<file path="src/rtl/risc_pipe_pkg.sv">
// Shared pipeline encodings: buffer occupancy states and write-back source select.
package risc_pipe_pkg;

    typedef enum logic [1:0] {
        ST_EMPTY = 2'd0,
        ST_ONE   = 2'd1,
        ST_TWO   = 2'd2
    } buf_state_t;

    localparam logic [1:0] WB_SEL_ALU   = 2'd0;
    localparam logic [1:0] WB_SEL_MEM   = 2'd1;
    localparam logic [1:0] WB_SEL_CONST = 2'd2;

endpackage

</file>
<file path="src/rtl/pipe_payload_reg.sv">
// Payload register with load enable; synchronous reset clears contents.
module pipe_payload_reg #(
    parameter int W = 8
) (
    input  logic         clock,
    input  logic         reset,
    input  logic         en,
    input  logic [W-1:0] d,
    output logic [W-1:0] q
);

    // Hold unless loaded; reset wins over load.
    always_ff @(posedge clock) begin
        if (reset)
            q <= '0;
        else if (en)
            q <= d;
    end

endmodule

</file>
<file path="src/rtl/mem_wb_pipe_buffer.sv">
// Two-entry MEM/WB skid buffer: head (main) entry feeds WB, skid absorbs one
// extra entry so in_ready can be registered instead of following out_ready.
module mem_wb_pipe_buffer
    import risc_pipe_pkg::*;
#(
    parameter int DATA_W  = 16,
    parameter int CONST_W = 8,
    parameter int REG_W   = 3
) (
    input  logic               clock,
    input  logic               reset,
    input  logic               flush,
    input  logic               in_valid,
    output logic               in_ready,
    input  logic [DATA_W-1:0]  in_mem_out,
    input  logic [DATA_W-1:0]  in_alu_out,
    input  logic [CONST_W-1:0] in_lb_const,
    input  logic [REG_W-1:0]   in_fwd_reg,
    input  logic               in_wb_en,
    input  logic [1:0]         in_wb_sel,
    output logic               out_valid,
    input  logic               out_ready,
    output logic [DATA_W-1:0]  out_mem_out,
    output logic [DATA_W-1:0]  out_alu_out,
    output logic [CONST_W-1:0] out_lb_const,
    output logic [REG_W-1:0]   out_fwd_reg,
    output logic               out_wb_en,
    output logic [DATA_W-1:0]  out_wb_data,
    output logic               fwd_valid,
    output logic [1:0]         occupancy
);

    localparam int PW = 2*DATA_W + CONST_W + REG_W + 1 + 2;

    buf_state_t    state, state_nxt;
    logic          accept, consume;
    logic          main_ld, skid_ld, main_from_skid;
    logic [PW-1:0] in_pl, main_d, main_q, skid_q;
    logic [1:0]    head_sel;

    assign in_pl   = {in_mem_out, in_alu_out, in_lb_const, in_fwd_reg, in_wb_en, in_wb_sel};
    assign main_d  = main_from_skid ? skid_q : in_pl;
    assign accept  = in_valid && in_ready;
    assign consume = out_valid && out_ready;

    assign {out_mem_out, out_alu_out, out_lb_const, out_fwd_reg, out_wb_en, head_sel} = main_q;

    pipe_payload_reg #(.W(PW)) u_main (
        .clock (clock),
        .reset (reset),
        .en    (main_ld),
        .d     (main_d),
        .q     (main_q)
    );

    pipe_payload_reg #(.W(PW)) u_skid (
        .clock (clock),
        .reset (reset),
        .en    (skid_ld),
        .d     (in_pl),
        .q     (skid_q)
    );

    // State register; in_ready is registered from the next state.
    always_ff @(posedge clock) begin
        if (reset) begin
            state    <= ST_EMPTY;
            in_ready <= 1'b1;
        end else begin
            state    <= state_nxt;
            in_ready <= (state_nxt != ST_TWO);
        end
    end

    // Next state, payload load controls and occupancy; flush suppresses loads.
    always_comb begin
        state_nxt      = state;
        main_ld        = 1'b0;
        skid_ld        = 1'b0;
        main_from_skid = 1'b0;
        out_valid      = 1'b0;
        occupancy      = 2'd0;
        case (state)
            ST_EMPTY: begin
                if (accept) begin
                    state_nxt = ST_ONE;
                    main_ld   = 1'b1;
                end
            end
            ST_ONE: begin
                out_valid = 1'b1;
                occupancy = 2'd1;
                if (accept && consume) begin
                    main_ld = 1'b1;
                end else if (accept) begin
                    state_nxt = ST_TWO;
                    skid_ld   = 1'b1;
                end else if (consume) begin
                    state_nxt = ST_EMPTY;
                end
            end
            ST_TWO: begin
                out_valid = 1'b1;
                occupancy = 2'd2;
                if (consume) begin
                    state_nxt      = ST_ONE;
                    main_ld        = 1'b1;
                    main_from_skid = 1'b1;
                end
            end
            default: state_nxt = ST_EMPTY;
        endcase
        if (flush) begin
            state_nxt = ST_EMPTY;
            main_ld   = 1'b0;
            skid_ld   = 1'b0;
        end
    end

    // Write-back value selected from the head entry.
    always_comb begin
        out_wb_data = '0;
        case (head_sel)
            WB_SEL_ALU:   out_wb_data = out_alu_out;
            WB_SEL_MEM:   out_wb_data = out_mem_out;
            WB_SEL_CONST: out_wb_data = DATA_W'(out_lb_const);
            default:      out_wb_data = '0;
        endcase
    end

    assign fwd_valid = out_valid && out_wb_en;

endmodule

</file>
<file path="config.mk">
export PLATFORM = sky130hd
export DESIGN_NAME = mem_wb_pipe_buffer
export DESIGN_NICKNAME = d
export VERILOG_FILES = /design/src/rtl/risc_pipe_pkg.sv /design/src/rtl/pipe_payload_reg.sv /design/src/rtl/mem_wb_pipe_buffer.sv
export SDC_FILE = /design/constraint.sdc
export NUM_CORES = 1
export LEC_CHECK = 0
export CAP_MARGIN = 5
export CORE_MARGIN = 3
export CORE_UTILIZATION = 44
export DETAILED_ROUTE_END_ITERATION = 16
export PLACE_DENSITY = 0.86
export SYNTH_ARGS = -nofsm -noshare
export SYNTH_HDL_FRONTEND = slang
export SYNTH_SLANG_ARGS = --single-unit
</file>
<file path="constraint.sdc">
create_clock -name clock -period 1.8 [get_ports clock]
set_input_delay 0.27 -clock clock [delete_from_list [all_inputs] [get_ports clock]]
set_output_delay 0.27 -clock clock [all_outputs]
set_load 0.05 [all_outputs]
</file>
==> results.md, run 1 <==
* Int Pwr at between 3 and 4 mW
* CP startpoint: state[1]
* Detail Route Antenna Nets at 0
* Via count at between 5000 and 6000
* Critical R2R Capture: u_main.q[37]
* Yosys reg bits at between 90 and 100
* Slew HR at 0.581
* Startpoint types: flop
* Placed Cells at ~770
* HP Class: in2reg
* Area leader, netlist: dfxtp_1
* Maximum number of pins on one net before global-route repair at between 40 and 50
* CTS root buffer: clkbuf_8
* Setup crit end: u_main.q[37]
* Synthesized area at approximately 4500 um^2
* Post-DP HPWL at 9.40 mm
* Fill count at a little over 600
* Worst path cell trace: inv_4 > ha_4 > nand3_4 > a221oi_4 > buf_6 > clkbuf_16 > nor2_1 > a311oi_1
* Multi-input gate area at 2590 um^2
* # rows at 36
* I/O pins at 116
* Synth top cells by count: nand2_1, dfxtp_1, nor2_1, buf_4, nand3_1
* Avg Vias per Cell at approximately 6.4
* CTS H-tree lvls at 3
* # hold bufs at CTS at 0
* Total CTS buffers at 9
* Slowest CP cell: dfxtp_4
* Initial DRC count at between 400 and 500
* Number of I/O port buffers at roughly 120
* Diode count at 0
* Final wirelength at ~19 mm
* Fin crit period at just over 2 ns
* DRC errors left at 0
* Die height at 107 um
* Global route overflow at 0
* Post-synth EDFFs at 0
* GP Congestion at 0.841
* Die Width at 107 um
* Period utilisation layout at 1.12
* Largest cells by area after synthesis: dfxtp_1, nand2_1, a311oi_1, buf_4, nand3_1
* Vias in the first global route at 4411
* Fin area at 6800 um^2
* Starting Density at 0.456
* Max Root-Sink Buffers at 2
* Routed wire per std cell at 23.1 um
* Ys async rst share at 0
* Clk_lat worst skew at approximately 0.37 ns
* Synth-to-layout area growth at 51.1%
* Combinational share of power at 0.278
* Max FO, Critical Path at 16
* Fin Hold WS at between 0.4 and 0.5 ns
* Buffer and inverter count on the worst path at 3
* Family with the most delay on the worst path: compound AO/OA/AOI/OAI gates
* RSZ-0062 raised after global routing: true
* Kind of critical path: reg2reg
* Failing checks: setup timing
* Slew @ Worst Pin at approximately 0.63 ns
* Syn nets at approximately 640
* Seq. cell area at between 1500 and 2000 um^2
* Layout Cells excl Fill at approximately 800
* Clock power frac at 0.286
* Netlist cell types at 25
* Drt pass-1 iters at 5
* Flop2flop setup slack at -0.21 ns
* Die ar. at about 11000 um^2
* CTS clock-pin slew for the worst setup and hold paths at ~0.1 ns
* Layout cells sized above 1 at 0.333
* Status: finished with violations
* Hold Violations, Final at 0
* Gate Count Post-Synth at between 500 and 600
* Slack of the critical path at -0.210 ns
* Synth warn at 0
* Max_cap viols at 0
* DP Area at 5740 um^2
* Clock skew at 0.0145 ns
* Critical path's largest stage delay at 0.41 ns
* Psw at 1.78 mW
* GRT Resource Usage Total at 0.246
* Mean area per synthesized cell at a little under 8 um^2
* Peak Freq at 497 MHz
* CTS tree: built
* Count of clock tree sinks at 95
* # setup viols final at 81
* Core Footprint at 9860 um^2
* Crit path DAT at between 2 and 2.5 ns
* Final slew viol count at 0
* Main synth FF type: dfxtp_1
* Top cell type's share of synthesized area at 0.423
* Switching Share at 0.338
* Fin nets at 721
* Stages on the worst setup path at 8
* Sequential share of power at 0.436
* Worst r2r path cells at 8
* Pwr/cell area at 776 nW/um^2
* Initial antenna violation count at 2
* Post-synthesis sequential area ratio at 0.423
* Count leader, synth: nand2_1
* Data required time of the worst path at about 2 ns
* Wire length of the first global-routing pass at ~22 mm
* R2r startpoint: state[1]
* Nature of the critical path endpoint: flop
* Maximum VDD drop at 0.609 mV
* Leakage at between 2 and 3 nW
power groups by stage:
| stage | Sequential [mW] | Combinational [mW] | Clock, mW |
|---|---|---|---|
| 6_report | 2.30 | 1.47 | 1.51 |
| 5_1_grt | 2.30 | 1.51 | 1.59 |
| 4_1_cts | 2.28 | 1.29 | 1.46 |
| 3_5_place_dp | 2.32 | 1.26 | 0 |
| 3_3_place_gp | 2.32 | 1.23 | 0 |
| 2_1_floorplan | 2.29 | 0.827 | 0 |
area by class of cell:
cell class                      count  share of cell area
Timing Repair Buffer              165               0.281
Multi-Input combinational cell    392               0.381
Tap cell                          133              0.0245
Inverter                            2             0.00147
Clock inverter                      4             0.00773
Clock buffer                       12              0.0228
Sequential cell                    95               0.282
metal layers:
metal  share of wire  track usage
met3            0.12       0.0656
met1            0.35        0.287
met2            0.47        0.413
met4           0.067        0.129
met5          0.0015            0
per-stage QoR:
step | setup slack [ns] | util | total power [mW] | setup TNS (ns)
5_1_grt | -0.269 | 0.689 | 5.40 | -10.96
3_3_place_gp | -0.124 | 0.582 | 3.55 | -5.70
2_1_floorplan | -0.0526 | - | 3.12 | -0.344
6_report | -0.210 | 0.689 | 5.27 | -4.28
3_5_place_dp | -0.223 | 0.582 | 3.59 | -11.06
4_1_cts | -0.0865 | 0.614 | 5.03 | -0.949
cells in the final DEF, fill, tap and decap left out, types with 25 or more instances in the layout:
master           count
clkdlybuf4s50_1     48
a311oi_1            43
buf_4               53
nand2_4             25
dfxtp_1             91
nor2_1              43
buf_12              26
a21oi_2             32
nand3_1             47
nand2_1            117
worst min-delay path by stage:
stage	start	endpoint	slack [ns]	cells past startpoint
after floorplan	in_wb_sel[0]	u_skid.q[0]	0.41	2
after global placement	u_skid.q[45]	u_skid.q[45]	0.44	2
after detailed placement	u_skid.q[26]	u_skid.q[26]	0.45	2
after CTS	out_ready	state[1]	0.41	4
after global routing	reset	u_skid.q[10]	0.45	2
final	reset	u_skid.q[10]	0.43	2
repair_timing:
item | CTS | global route
pin swaps | 3 | 73
setup endpoints to repair | 73 | 107
setup buffers | 2 | 8
gates resized for setup | 34 | 128
gates cloned | 2 | 10
cell families after synthesis:
family          count (synthesis)  synth area share
simple gates                  262             0.242
fa+ha+maj                       5            0.0139
flops                          95             0.423
compound gates                108             0.164
mux                            16            0.0356
buf+inv                        93             0.120
xor+xnor                        1           0.00195
flip-flops by register name, summed over array words and instances, names as in the netlist:
name / count
u_skid.q: 46
state: 2
in_ready: 1
u_main.q: 46
Note: power is estimated with default switching activity, not from simulation.
==> run 2: changes to the inputs <==
--- a/config.mk
+++ b/config.mk
@@ -12,4 +12,5 @@
 export PLACE_DENSITY = 0.86
 export SYNTH_ARGS = -nofsm -noshare
 export SYNTH_HDL_FRONTEND = slang
+export SYNTH_HIERARCHICAL = 1
 export SYNTH_SLANG_ARGS = --single-unit
==> run 2 against run 1 <==
  * The flow still finishes with violations (setup timing)
  * Setup slack better by 0.15 ns
  * Critical endpoint is now u_skid/q[20]
  * Critical path type unchanged
  * Power is 9.2% lower
  * Flip-flop and latch count stayed put
==> results.md, run 2 <==
* Final slew viol count at 0 (unchanged)
* Yosys reg bits at 95 (unchanged)
* Maximum number of pins on one net before global-route repair at 54 (+15%)
* Fill count at 730 (+18%)
* GRT Resource Usage Total at 0.216 (-0.0305)
* # rows at 36 (unchanged)
* GP Congestion at 0.932 (+11%)
* Main synth FF type: dfxtp_1
* Commonest non-fill, non-tap cell in the layout: nor2_1
* Leakage at 2.57 nW (-5.6%)
* Via count at 3681 (-28%)
* Die Width at 107 um (-0.12%)
* Die ar. at 11400 um^2 (-0.24%)
* Clock skew at 0.00898 ns (-0.00549 ns)
* Total CTS buffers at 9 (unchanged)
* Critical R2R Capture: u_skid/q[20]
* Gate Count Post-Synth at 427 (-26%)
* Synthesized area at 4490 um^2 (-0.25%)
* Vias in the first global route at 3713 (-16%)
* Status: finished with violations
* Fin crit period at 1.86 ns (-0.148 ns)
* CTS clock-pin slew for the worst setup and hold paths at 0.10 ns (about the same)
* Maximum VDD drop at 0.455 mV (-25%)
* Hold Violations, Final at 0 (unchanged)
* Stages on the worst setup path at 8 (unchanged)
* Tot Pwr at 4.79 mW (-9.2%)
* Netlist cell types at 31 (+24%)
* Kind of critical path: reg2reg
* Peak Freq at 537 MHz (+8.0%)
* Top cell type's share of synthesized area at 0.424 (+0.00106)
* I/O pins at 116 (unchanged)
* Family with the most delay on the worst path: buffers and inverters
* Slew HR at 0.608 (+0.0270)
* Worst path cell trace: buf_4 > ha_4 > inv_1 > nor4b_4 > buf_4 > clkbuf_16 > mux2i_1 > nor2_1
* Fin nets at 615 (-15%)
* Synth warn at 6 (+6)
* Slack of the critical path at -0.0620 ns (+0.148 ns)
* Flop2flop setup slack at -0.06 ns (+0.15 ns)
* Ys async rst share at 0 (unchanged)
* Period utilisation layout at 1.03 (-0.0824)
* Critical path's largest stage delay at 0.37 ns (-0.04 ns)
* Post-synth EDFFs at 0 (unchanged)
* Placed Cells at 662 (-13%)
* Routed wire per std cell at 19.0 um (-18%)
* Post-DP HPWL at 8.23 mm (-12%)
* Max FO, Critical Path at 8 (-8)
* Starting Density at 0.455 (-0.00114)
* Global route overflow at 0 (unchanged)
* Layout Cells excl Fill at 697 (-13%)
* Syn nets at 483 (-24%)
* Avg Vias per Cell at 5.28 (-17%)
* # setup viols final at 23 (-72%)
* CTS tree: built
* Data required time of the worst path at 2.05 ns (about the same)
* Failing checks: setup timing
* Slew @ Worst Pin at 0.588 ns (-0.0405 ns)
* Die height at 107 um (-0.12%)
* Mean area per synthesized cell at 10.5 um^2 (+35%)
* Startpoint types: flop
* Most frequent cells in the layout: nor2_1, mux2i_1, dfxtp_1, clkdlybuf4s50_1, mux2_2
* DP Area at 5870 um^2 (+2.4%)
* Top flop regs: u_main/q: 46 flops, u_skid/q: 46 flops, state: 2 flops
* Fin area at 6480 um^2 (-4.7%)
* CTS root buffer: clkbuf_8
* R2r startpoint: state[0]
* Core Footprint at 9860 um^2 (unchanged)
* Pwr/cell area at 740 nW/um^2 (-4.7%)
* Number of I/O port buffers at 115 (unchanged)
* Drt pass-1 iters at 4 (-1)
* Wire length of the first global-routing pass at 19.4 mm (-14%)
* DRC errors left at 0 (unchanged)
* Worst r2r path cells at 8 (unchanged)
* Most Frequent Cell on Critical Path: buf_4
* Largest cells by area after synthesis: dfxtp_1, mux2i_1, mux2_2, nor2_1, buf_12
* Max_cap viols at 0 (unchanged)
* CP startpoint: state[0]
* Clk_lat worst skew at 0.36 ns (about the same)
* Buffer and inverter count on the worst path at 4 (+1)
* RSZ-0062 raised after global routing: true
* Synth-to-layout area growth at 44.3%
* Nature of the critical path endpoint: flop
* Synth top cells by count: mux2i_1, nor2_1, dfxtp_1, mux2_2, nand2_1
* Count of clock tree sinks at 95 (unchanged)
* Detail Route Antenna Nets at 0 (unchanged)
* Slowest CP cell: dfxtp_4
* Setup crit end: u_skid/q[20]
* Area leader, netlist: dfxtp_1
* Final wirelength at 13.2 mm (-29%)
* Post-synthesis sequential area ratio at 0.424 (+0.00106)
* HP Class: in2reg
* Initial DRC count at 189 (-58%)
* Seq. cell area at 1910 um^2 (unchanged)
* Diode count at 0 (unchanged)
* Count leader, synth: mux2i_1
* Max Root-Sink Buffers at 2 (unchanged)
* CTS H-tree lvls at 3 (unchanged)
* Crit path DAT at 2.12 ns (-0.15 ns)
* Layout cells sized above 1 at 0.298 (-0.0350)
* Initial antenna violation count at 0 (-2)
* Multi-input gate area at 2410 um^2 (-6.8%)
==> run 2: changes by cell type after synthesis, moves of 47 or more <==
cell / delta
a21oi_1: -47
nand2_1: -140
nor2_1: +48
nand3_1: -47
mux2i_1: +92
a311oi_1: -47
==> run 2: worst min path at each step <==
stage	endpoint	slack [ns]	cells past startpoint	from
after CTS	u_main/q[10]	0.38	2	reset
after global routing	u_main/q[13]	0.41	2	reset
final	u_skid/q[13]	0.39	2	reset
after global placement	u_skid/q[29]	0.47	2	u_skid/q[29]
after floorplan	state[0]	0.33	1	reset
after detailed placement	u_skid/q[27]	0.48	2	u_skid/q[27]
==> run 2: cells by family after synthesis <==
logic type,count (synthesis),share of synthesized area
muxes,154,0.356
buffers and inverters,33,0.0700
DFF,95,0.424
adders and majority gates,5,0.0139
AOI/OAI and AO/OA,17,0.0262
and+or+nand+nor,123,0.110
==> run 2: worst register-to-register path: cells and delay by family, from the launching register on <==
| kind | cells | cell delay (ns) |
|---|---|---|
| AND/OR/NAND/NOR | 2 | 0.35 |
| multiplexers | 1 | 0.24 |
| adder cells (fa/ha/maj) | 1 | 0.17 |
| buffers and inverters | 4 | 0.64 |
| flip-flops | 1 | 0.37 |
==> run 2: through the flow <==
step	setup slack (ns)	hold slack [ns]	util	setup TNS [ns]
global placement	-0.105	0.468	0.595	-6.87
floorplan	-0.0434	0.333	-	-1.74
global route	-0.161	0.407	0.657	-5.55
CTS	-0.0353	0.379	0.635	-0.0659
finish	-0.0620	0.390	0.657	-0.371
detailed placement	-0.250	0.480	0.595	-9.74
==> run 2: power breakdown <==
group | switching (mW) | leakage (nW) | total, mW | internal [mW]
Sequential | 0.0638 | 0.773 | 2.23 | 2.17
Combinational | 0.597 | 1.70 | 1.09 | 0.493
Clock | 0.773 | 0.101 | 1.47 | 0.695
Total | 1.43 | 2.57 | 4.79 | 3.36
==> run 2: what timing repair did <==
| action | CTS | global route |
|---|---|---|
| cloned | 5 | 5 |
| buffers inserted | 7 | 4 |
| setup endpoints to repair | 88 | 98 |
| pin swaps | 3 | 2 |
| hold buffers | 0 | 0 |
| resized for setup | 40 | 22 |
==> run 2: final cells by class <==
| cell class | instances | share of cell area |
|---|---|---|
| multi-input cells | 299 | 0.372 |
| repair buffers | 150 | 0.272 |
| clock inverters | 5 | 0.00985 |
| inverters | 4 | 0.00309 |
| well taps | 133 | 0.0257 |
| flip-flops and latches | 95 | 0.296 |
| clock buffers | 11 | 0.0218 |
==> run 2: metal layers <==
metal | up-vias | GRT usage | share of wire
met1 | 1777 | 0.270 | 0.42
met3 | 29 | 0.0367 | 0.054
met4 | 0 | 0.0630 | 0.020
li1 | 1728 | - | -
met5 | - | 0 | 0
met2 | 147 | 0.381 | 0.51
